`src/rtl/placa_emisor_if.sv`:
```
// Handshake and keypad-bus bundle between a plate source and placa_emisor.
interface placa_emisor_if;
    logic        start;
    logic [23:0] placa_in;
    logic        abort;
    logic        ingplaca;
    logic [3:0]  teclado;
    logic        busy;
    logic        done;
    logic        err;

    // Requester side: issues plates, observes the generated stream.
    modport master (
        output start,
        output placa_in,
        output abort,
        input  ingplaca,
        input  teclado,
        input  busy,
        input  done,
        input  err
    );

    // Generator side.
    modport slave (
        input  start,
        input  placa_in,
        input  abort,
        output ingplaca,
        output teclado,
        output busy,
        output done,
        output err
    );
endinterface

```
`src/rtl/placa_emisor.sv`:
```
// Replays a stored 24-bit plate as an ingplaca/teclado keypad stream: each digit
// is a one-cycle pulse separated by zero cycles, so the receiver sees repeated
// digits as distinct keys. ingplaca is held through a trailing window so the
// receiver can present the assembled plate before it is cleared.
module placa_emisor #(
    parameter int unsigned GAP  = 2,
    parameter int unsigned HOLD = 4
) (
    input  logic          clk,
    input  logic          rst_n,
    placa_emisor_if.slave bus
);

    localparam int unsigned MaxCnt = (GAP > HOLD) ? GAP : HOLD;
    localparam int unsigned CntW   = $clog2(MaxCnt + 1);

    typedef enum logic [2:0] {
        StIdle,
        StLead,
        StSend,
        StGap,
        StHold
    } state_e;

    state_e          state_q, state_d;
    logic [CntW-1:0] cnt_q, cnt_d;
    logic [2:0]      idx_q, idx_d;
    logic [23:0]     plate_q, plate_d;
    logic            ingplaca_q, ingplaca_d;
    logic [3:0]      teclado_q, teclado_d;
    logic            done_q, done_d;
    logic            err_q, err_d;
    logic            plate_ok;
    logic [3:0]      digit_sel;

    // Zero means "no key" on the bus, so a plate with a zero digit cannot be sent.
    assign plate_ok = (bus.placa_in[23:20] != 4'h0) && (bus.placa_in[19:16] != 4'h0) &&
                      (bus.placa_in[15:12] != 4'h0) && (bus.placa_in[11:8]  != 4'h0) &&
                      (bus.placa_in[7:4]   != 4'h0) && (bus.placa_in[3:0]   != 4'h0);

    // Next state, counters and plate capture; abort outranks every other transition.
    always_comb begin
        state_d = state_q;
        cnt_d   = cnt_q;
        idx_d   = idx_q;
        plate_d = plate_q;
        done_d  = 1'b0;
        err_d   = 1'b0;
        if ((state_q != StIdle) && bus.abort) begin
            state_d = StIdle;
        end else begin
            case (state_q)
                StIdle: begin
                    if (bus.start) begin
                        if (plate_ok) begin
                            plate_d = bus.placa_in;
                            idx_d   = 3'd1;
                            cnt_d   = CntW'(GAP);
                            state_d = StLead;
                        end else begin
                            err_d = 1'b1;
                        end
                    end
                end
                StLead: begin
                    if (cnt_q == CntW'(1)) begin
                        state_d = StSend;
                    end else begin
                        cnt_d = cnt_q - CntW'(1);
                    end
                end
                StSend: begin
                    if (idx_q == 3'd6) begin
                        cnt_d   = CntW'(HOLD);
                        state_d = StHold;
                    end else begin
                        cnt_d   = CntW'(GAP);
                        state_d = StGap;
                    end
                end
                StGap: begin
                    if (cnt_q == CntW'(1)) begin
                        idx_d   = idx_q + 3'd1;
                        state_d = StSend;
                    end else begin
                        cnt_d = cnt_q - CntW'(1);
                    end
                end
                StHold: begin
                    if (cnt_q == CntW'(1)) begin
                        done_d  = 1'b1;
                        state_d = StIdle;
                    end else begin
                        cnt_d = cnt_q - CntW'(1);
                    end
                end
                default: state_d = StIdle;
            endcase
        end
    end

    // Digit 1 is the most significant nibble.
    always_comb begin
        digit_sel = 4'h0;
        case (idx_d)
            3'd1:    digit_sel = plate_q[23:20];
            3'd2:    digit_sel = plate_q[19:16];
            3'd3:    digit_sel = plate_q[15:12];
            3'd4:    digit_sel = plate_q[11:8];
            3'd5:    digit_sel = plate_q[7:4];
            3'd6:    digit_sel = plate_q[3:0];
            default: digit_sel = 4'h0;
        endcase
    end

    // Outputs are decoded from the next state so they register alongside it.
    always_comb begin
        ingplaca_d = (state_d != StIdle);
        teclado_d  = (state_d == StSend) ? digit_sel : 4'h0;
    end

    // State and registered outputs.
    always_ff @(posedge clk or negedge rst_n) begin
        if (!rst_n) begin
            state_q    <= StIdle;
            cnt_q      <= '0;
            idx_q      <= 3'd0;
            plate_q    <= 24'h0;
            ingplaca_q <= 1'b0;
            teclado_q  <= 4'h0;
            done_q     <= 1'b0;
            err_q      <= 1'b0;
        end else begin
            state_q    <= state_d;
            cnt_q      <= cnt_d;
            idx_q      <= idx_d;
            plate_q    <= plate_d;
            ingplaca_q <= ingplaca_d;
            teclado_q  <= teclado_d;
            done_q     <= done_d;
            err_q      <= err_d;
        end
    end

    assign bus.ingplaca = ingplaca_q;
    assign bus.teclado  = teclado_q;
    assign bus.busy     = (state_q != StIdle);
    assign bus.done     = done_q;
    assign bus.err      = err_q;

endmodule

```
`src/flat_wrapper.sv`:
```
// flat-port wrapper written by rule: the top's interface ports become plain ports
module placa_emisor_flat 
#(
    parameter int unsigned GAP  = 2,
    parameter int unsigned HOLD = 4
)
  (clk, rst_n, bus_start, bus_placa_in, bus_abort, bus_ingplaca, bus_teclado, bus_busy, bus_done, bus_err);
  placa_emisor_if bus_i ();
  input  logic clk;
  input  logic rst_n;
  input wire logic [$bits(bus_i.start)-1:0] bus_start;
  input wire logic [$bits(bus_i.placa_in)-1:0] bus_placa_in;
  input wire logic [$bits(bus_i.abort)-1:0] bus_abort;
  output wire logic [$bits(bus_i.ingplaca)-1:0] bus_ingplaca;
  output wire logic [$bits(bus_i.teclado)-1:0] bus_teclado;
  output wire logic [$bits(bus_i.busy)-1:0] bus_busy;
  output wire logic [$bits(bus_i.done)-1:0] bus_done;
  output wire logic [$bits(bus_i.err)-1:0] bus_err;
  assign bus_i.start = bus_start;
  assign bus_i.placa_in = bus_placa_in;
  assign bus_i.abort = bus_abort;
  assign bus_ingplaca = bus_i.ingplaca;
  assign bus_teclado = bus_i.teclado;
  assign bus_busy = bus_i.busy;
  assign bus_done = bus_i.done;
  assign bus_err = bus_i.err;
  placa_emisor #(.GAP(GAP), .HOLD(HOLD)) u_core (.clk(clk), .rst_n(rst_n), .bus(bus_i));
endmodule
```
`config.mk`:
```
export PLATFORM = sky130hd
export DESIGN_NAME = placa_emisor_flat
export DESIGN_NICKNAME = d
export VERILOG_FILES = /design/src/rtl/placa_emisor_if.sv /design/src/rtl/placa_emisor.sv /design/src/flat_wrapper.sv
export SDC_FILE = /design/constraint.sdc
export NUM_CORES = 1
export LEC_CHECK = 0
export CORE_UTILIZATION = 45
export DETAILED_ROUTE_END_ITERATION = 16
export PLACE_DENSITY = 0.77
export SYNTH_ARGS = -nofsm -noshare
export SYNTH_HDL_FRONTEND = slang
export SYNTH_SLANG_ARGS = --single-unit
```
`constraint.sdc`:
```
create_clock -name clk -period 3.2 [get_ports clk]
set_input_delay 0.64 -clock clk [delete_from_list [all_inputs] [get_ports clk]]
set_output_delay 0.64 -clock clk [all_outputs]
set_load 0.01 [all_outputs]
```
After elaboration in Yosys (flattened, before gate mapping):

Index checks and enable logic that the tools add are counted.

* bits in registers: 40
* latch bits: 0
* memory bits (writable): 0
* memory bits (read-only): 0
* logic and storage cells: 73
* memories: 0

* $add $sub $neg: 2
* multipliers: 0
* divide/modulo/power cells: 0
* magnitude comparators: 0
* eq/ne operators: 16
* shifts and indexed selects: 0
* mux-type cells: 26
* bitwise logic cells: 1
* reduce and logical (&&, ||, !) cells: 20

Operators by type and width (count)
* $mux W3: 14
* $pmux W4 S6: 1
* $reduce_bool A4 Y1: 6
* $eq A3 B2 Y1 const B: 5
* $eq A3 B3 Y1 const B: 5
* $pmux W3 S4: 1
* $eq A3 B1 Y1 const B: 3
* $pmux W3 S3: 1
* $reduce_bool A3 Y1: 3
* $mux W1: 7
* $logic_and A1 B1 Y1: 6
* $pmux W3 S2: 1
* $reduce_and A5 Y1: 1
* $mux W4: 1
* $ne A2 B2 Y1 const B: 2
* $reduce_and A4 Y1: 1
* $add A3 B1 Y3 const B: 1
* $logic_not A3 Y1: 1
* $reduce_or A3 Y1: 1
* $sub A3 B1 Y3 const B: 1
* $ne A2 B1 Y1 const B: 1
* $reduce_or A2 Y1: 1
* $not A1 Y1: 1

Longest topological paths before layout:

* depth after elaboration: 13
* mapped depth: 11

Worst setup path before layout:

OpenSTA, ideal clock, no wires.

* kind: in2reg
* start point: in bus_placa_in[15]
* end point: reg u_core.teclado_q[1] (netlist: u_core.bus.teclado[1])
* setup time: 134 ps
* data arrival time: 2637 ps
* required time: 3066 ps
* slack: 429 ps
* stages on the path: 8
* buffers on the path: 1
* cells stage by stage: nor4_1 > or4_1 > or4_1 > buf_6 > and2_4 > mux2_4 > a221oi_2 > a311oi_1

* word-level cells in the longest chain between the ends: 12
* elaborated cells on any way between the ends: 22

Ends and longest elaborated chain
* start, declared: line flat_wrapper.sv:12 `input wire logic [$bits(bus_i.placa_in)-1:0] bus_placa_in;`
* $reduce_bool A4 Y1 *: line placa_emisor.sv:38 `(bus.placa_in[15:12] != 4'h0) && (bus.placa_in[11:8] != 4'h0) &&`
* $logic_and A1 B1 Y1 *: line placa_emisor.sv:37 `assign plate_ok = (bus.placa_in[23:20] != 4'h0) && (bus.placa_in[19:16] != 4'h0) &&`
* $logic_and A1 B1 Y1 * (2 in a row): line placa_emisor.sv:38
* $logic_and A1 B1 Y1 *: line placa_emisor.sv:39 `(bus.placa_in[7:4] != 4'h0) && (bus.placa_in[3:0] != 4'h0);`
* $mux W3: line placa_emisor.sv:55 `if (plate_ok) begin`
* $mux W3: line placa_emisor.sv:54 `if (bus.start) begin`
* $pmux W3 S2: line placa_emisor.sv:52 `case (state_q)`
* $mux W3: line placa_emisor.sv:49 `if ((state_q != StIdle) && bus.abort) begin`
* $eq A3 B3 Y1 (tied with other cells): line placa_emisor.sv:105 `case (idx_d)`
* $pmux W4 S6: line placa_emisor.sv:105
* $mux W4 *: line placa_emisor.sv:119 `teclado_d = (state_d == StSend) ? digit_sel : 4'h0;`
* net u_core.teclado_d[1]: line placa_emisor.sv:30 `logic [3:0] teclado_q, teclado_d;`
* end signal, assigned: line placa_emisor.sv:139 `teclado_q <= teclado_d;`
* end, declared: line placa_emisor.sv:30

Mark *: on every way through the listed nets, which the timed path passes. The rest lies on a longest branch.
A chain may end at the register's enable or synchronous reset.

Worst setup path in the final report:

* start point: in bus_placa_in[12]
* end point: reg u_core.teclado_q[0] (netlist: u_core.bus.teclado[0])

The elaborated chain is that of the path after synthesis.

==> metrics <==
cell family with most CP delay simple AND/OR/NAND/NOR gates; Worst EP arrival 3.25 ns; Slew HR 42.1%; initial antenna violation count 0; vias in the first global route 1430; Total GRT Usage 20.3%; pin count of the biggest net entering global routing 41; Final Hold Slack 0.455 ns; Yosys warning count 0; worst reg2reg endpoint u_core.bus.teclado[0]; Hold Violations, Final 0; Avg Inst Size Synth 11.6 µm²; worst-case clock buffer depth 2; dpl hpwl 3150 µm; Placer Congestion 0.846; GR Layer Usage met2 31.1%; final period utilization 95.9%; ys flop type dfrtp_1; first-pass GRT wire length 6630 µm; antenna viol nets, final 0; # Max-Cap Violations 0; Int Power 1.29 mW; Post-synth EDFFs 0; Crit Path Category in2reg; CP peak stage delay 0.60 ns; worst hold path class in2async; Layout area overhead 29.3%; core area 4090 µm²; Post-Syn Nets 201; CP endpoint kind register; Mapped Area 1960 µm²; Avg WL per Cell 15.6 µm; CTS tree yes; Pwr Total 1.87 mW; vias per cell 5.47; final setup vio count 0; Power per Cell Area 735 nW/µm²; postcts setup bufs 0; top post-synthesis cells by area dfrtp_1 (51%), mux2_2 (15%), ha_1 (2.6%), nand3_1 (2.6%), nand2_1 (2.3%); outcome finished clean; met3 usage in global routing 5.33%; fin crit period 3.07 ns; port buffer count 35; FP Rows 23; antenna cells 0; final core utilization 62.1%; sequential share of the synthesized area 51.0%; Top-Level Pins 36; FF+latch count, synth 40; startpoint types primary input; worst slew pin tran 0.869 ns; WP buf/inv 2; Psw 0.570 mW; worst r2r src u_core.state_q[0]; synth unique cells 39; Clock power frac 22.7%; die area 4630 µm²; busiest grt layer met2; RSZ-0062 raised after global routing no; met1 Track Usage GR 26.6%; GRT overflow 0; Pre-Repair DR Iteration Count 4; Synth Instances 169; fin. max-slew vios 0; CTS Buf Count 5; # DRC 0; total number of vias 1465; Switching Fraction 30.6%; asr flop ratio synth 100%; VDD IR max 0.000445 V; H-tree levels 2; DRT iter0 DRCs 60; Max Fanout on Critical Path 6; Gate power share 32.2%; CP max stage cell or4_4; Cell Chain, Critical Path clkdlybuf4s50_1 -> nor4_1 -> or4_1 -> or4_4 -> a31oi_4 -> buf_4 -> nor2_4 -> a221oi_1 -> a311oi_1; chip width 68.0 µm; clock slew at reported path FFs 0.08 ns; Design Area, Final 2540 µm²; clk root buf clkbuf_8; area leader, netlist dfrtp_1; DP Area 2420 µm²; final WL 4170 µm; f_max 0.326 GHz; number of clock sinks 40; die height 68.0 µm; R2R setup slack 0.69 ns; top-area cell type share of the netlist area 51.0%; starting density of the core 48.0%; Clock Latency Late Sink 0.30 ns; Fin Clk Skew 0.00690 ns; Data required, critical path 3.38 ns; Seq pwr share 45.1%; static leakage 1.12 nW; share of layout cells above drive strength 1 26.6%; fin nets 249; Worst R2R Path Depth 8
-- routing by layer --
metal	vias to the layer above	part of all wire, %
met2	38	48
met4	0	2.2
met1	708	46
li1	709	-
met3	10	4.1
met5	-	0
-- worst max path at each step --
stage                      from  slack (ns)  cells past startpoint                    end
2_1_floorplan  bus_placa_in[15]        0.43                      8  u_core.bus.teclado[1]
3_3_place_gp   bus_placa_in[12]       -0.13                      9  u_core.bus.teclado[0]
3_5_place_dp   bus_placa_in[12]       -0.22                      9  u_core.bus.teclado[0]
4_1_cts        bus_placa_in[12]        0.08                      9  u_core.bus.teclado[0]
5_1_grt        bus_placa_in[12]        0.06                      9  u_core.bus.teclado[1]
6_report       bus_placa_in[12]        0.13                      9  u_core.bus.teclado[0]
-- sequential cells by signal, indices dropped and copies added (netlist names) --
signal               count
u_core.bus.err           1
u_core.bus.teclado       4
u_core.bus.done          1
u_core.state_q           3
u_core.bus.ingplaca      1
u_core.cnt_q             3
u_core.idx_q             3
u_core.plate_q          24
-- power groups by stage --
stage / Sequential (mW) / Combinational, mW / Clock [mW]
after floorplan: 0.783 / 0.436 / 0
after global placement: 0.840 / 0.581 / 0
after detailed placement: 0.844 / 0.598 / 0
after CTS: 0.834 / 0.602 / 0.433
after global routing: 0.859 / 0.667 / 0.455
final: 0.842 / 0.600 / 0.423
-- final cells by class --
cell class                 count  area, µm²
sequential                    40       1000
inverter                       8       30.0
tap                           50       62.6
clock buffer                   5       68.8
timing repair buffer          48        443
clock inverter                 3       46.3
fill                         345       1550
multi-input combinational    114        885
-- cells in the mapped netlist, drive strengths merged (4+ instances only) --
library cell / count
nor4: 7
nor2: 8
buf: 4
inv: 8
nand2: 12
a21oi: 6
ha: 4
mux2: 28
nor3: 6
dfrtp: 40
nand3: 10
-- worst register-to-register path, delay by kind of cell (launching register included) --
family / cells / cell delay, ns
and+or+nand+nor: 4 / 1.06
AOI/OAI and AO/OA: 3 / 0.66
DFF: 1 / 0.49
buffers and inverters: 1 / 0.19
-- metrics by stage --
step	setup slack [ns]	TNS, ns	instances
floorplan	0.429	0	169
global placement	-0.125	-0.561	260
detailed placement	-0.216	-1.04	260
CTS	0.0799	0	268
global route	0.0581	0	268
finish	0.132	0	268
-- placed cells by master (no fill, tap or decap), types with 2 or more instances in the layout --
| cell | instances |
|---|---|
| inv_2 | 2 |
| inv_1 | 6 |
| nor2_1 | 7 |
| a311oi_1 | 2 |
| xnor2_1 | 2 |
| ha_1 | 4 |
| nor3b_1 | 3 |
| nor4_1 | 7 |
| or3_1 | 2 |
| mux2_2 | 26 |
| mux2_4 | 2 |
| buf_4 | 13 |
| mux2i_1 | 2 |
| nand2_1 | 12 |
| clkbuf_8 | 5 |
| nand2b_1 | 2 |
| o21ai_0 | 3 |
| a31oi_1 | 2 |
| nand3_1 | 10 |
| a21oi_1 | 5 |
| dfrtp_1 | 40 |
| nor3_1 | 6 |
| clkdlybuf4s50_1 | 34 |
-- cell families (layout without fill, tap and decap cells) --
logic type               after synthesis  count (layout)  share of synthesized area [%]
AND/OR/NAND/NOR                       58              58                           15.9
flip-flops                            40              40                           51.0
multiplexers                          30              30                           17.5
AO/OA/AOI/OAI                         20              20                           8.10
buffers and inverters                 15              64                           4.08
adder cells (fa/ha/maj)                4               4                           2.55
XOR/XNOR                               2               2                          0.893
-- timing repair --
action                                 CTS  global route
resized for setup                        0             1
hold buffers                             0             0
endpoints found under the hold margin    0             0
setup endpoints to repair                0             1
Power figures use the tool's default switching activity.
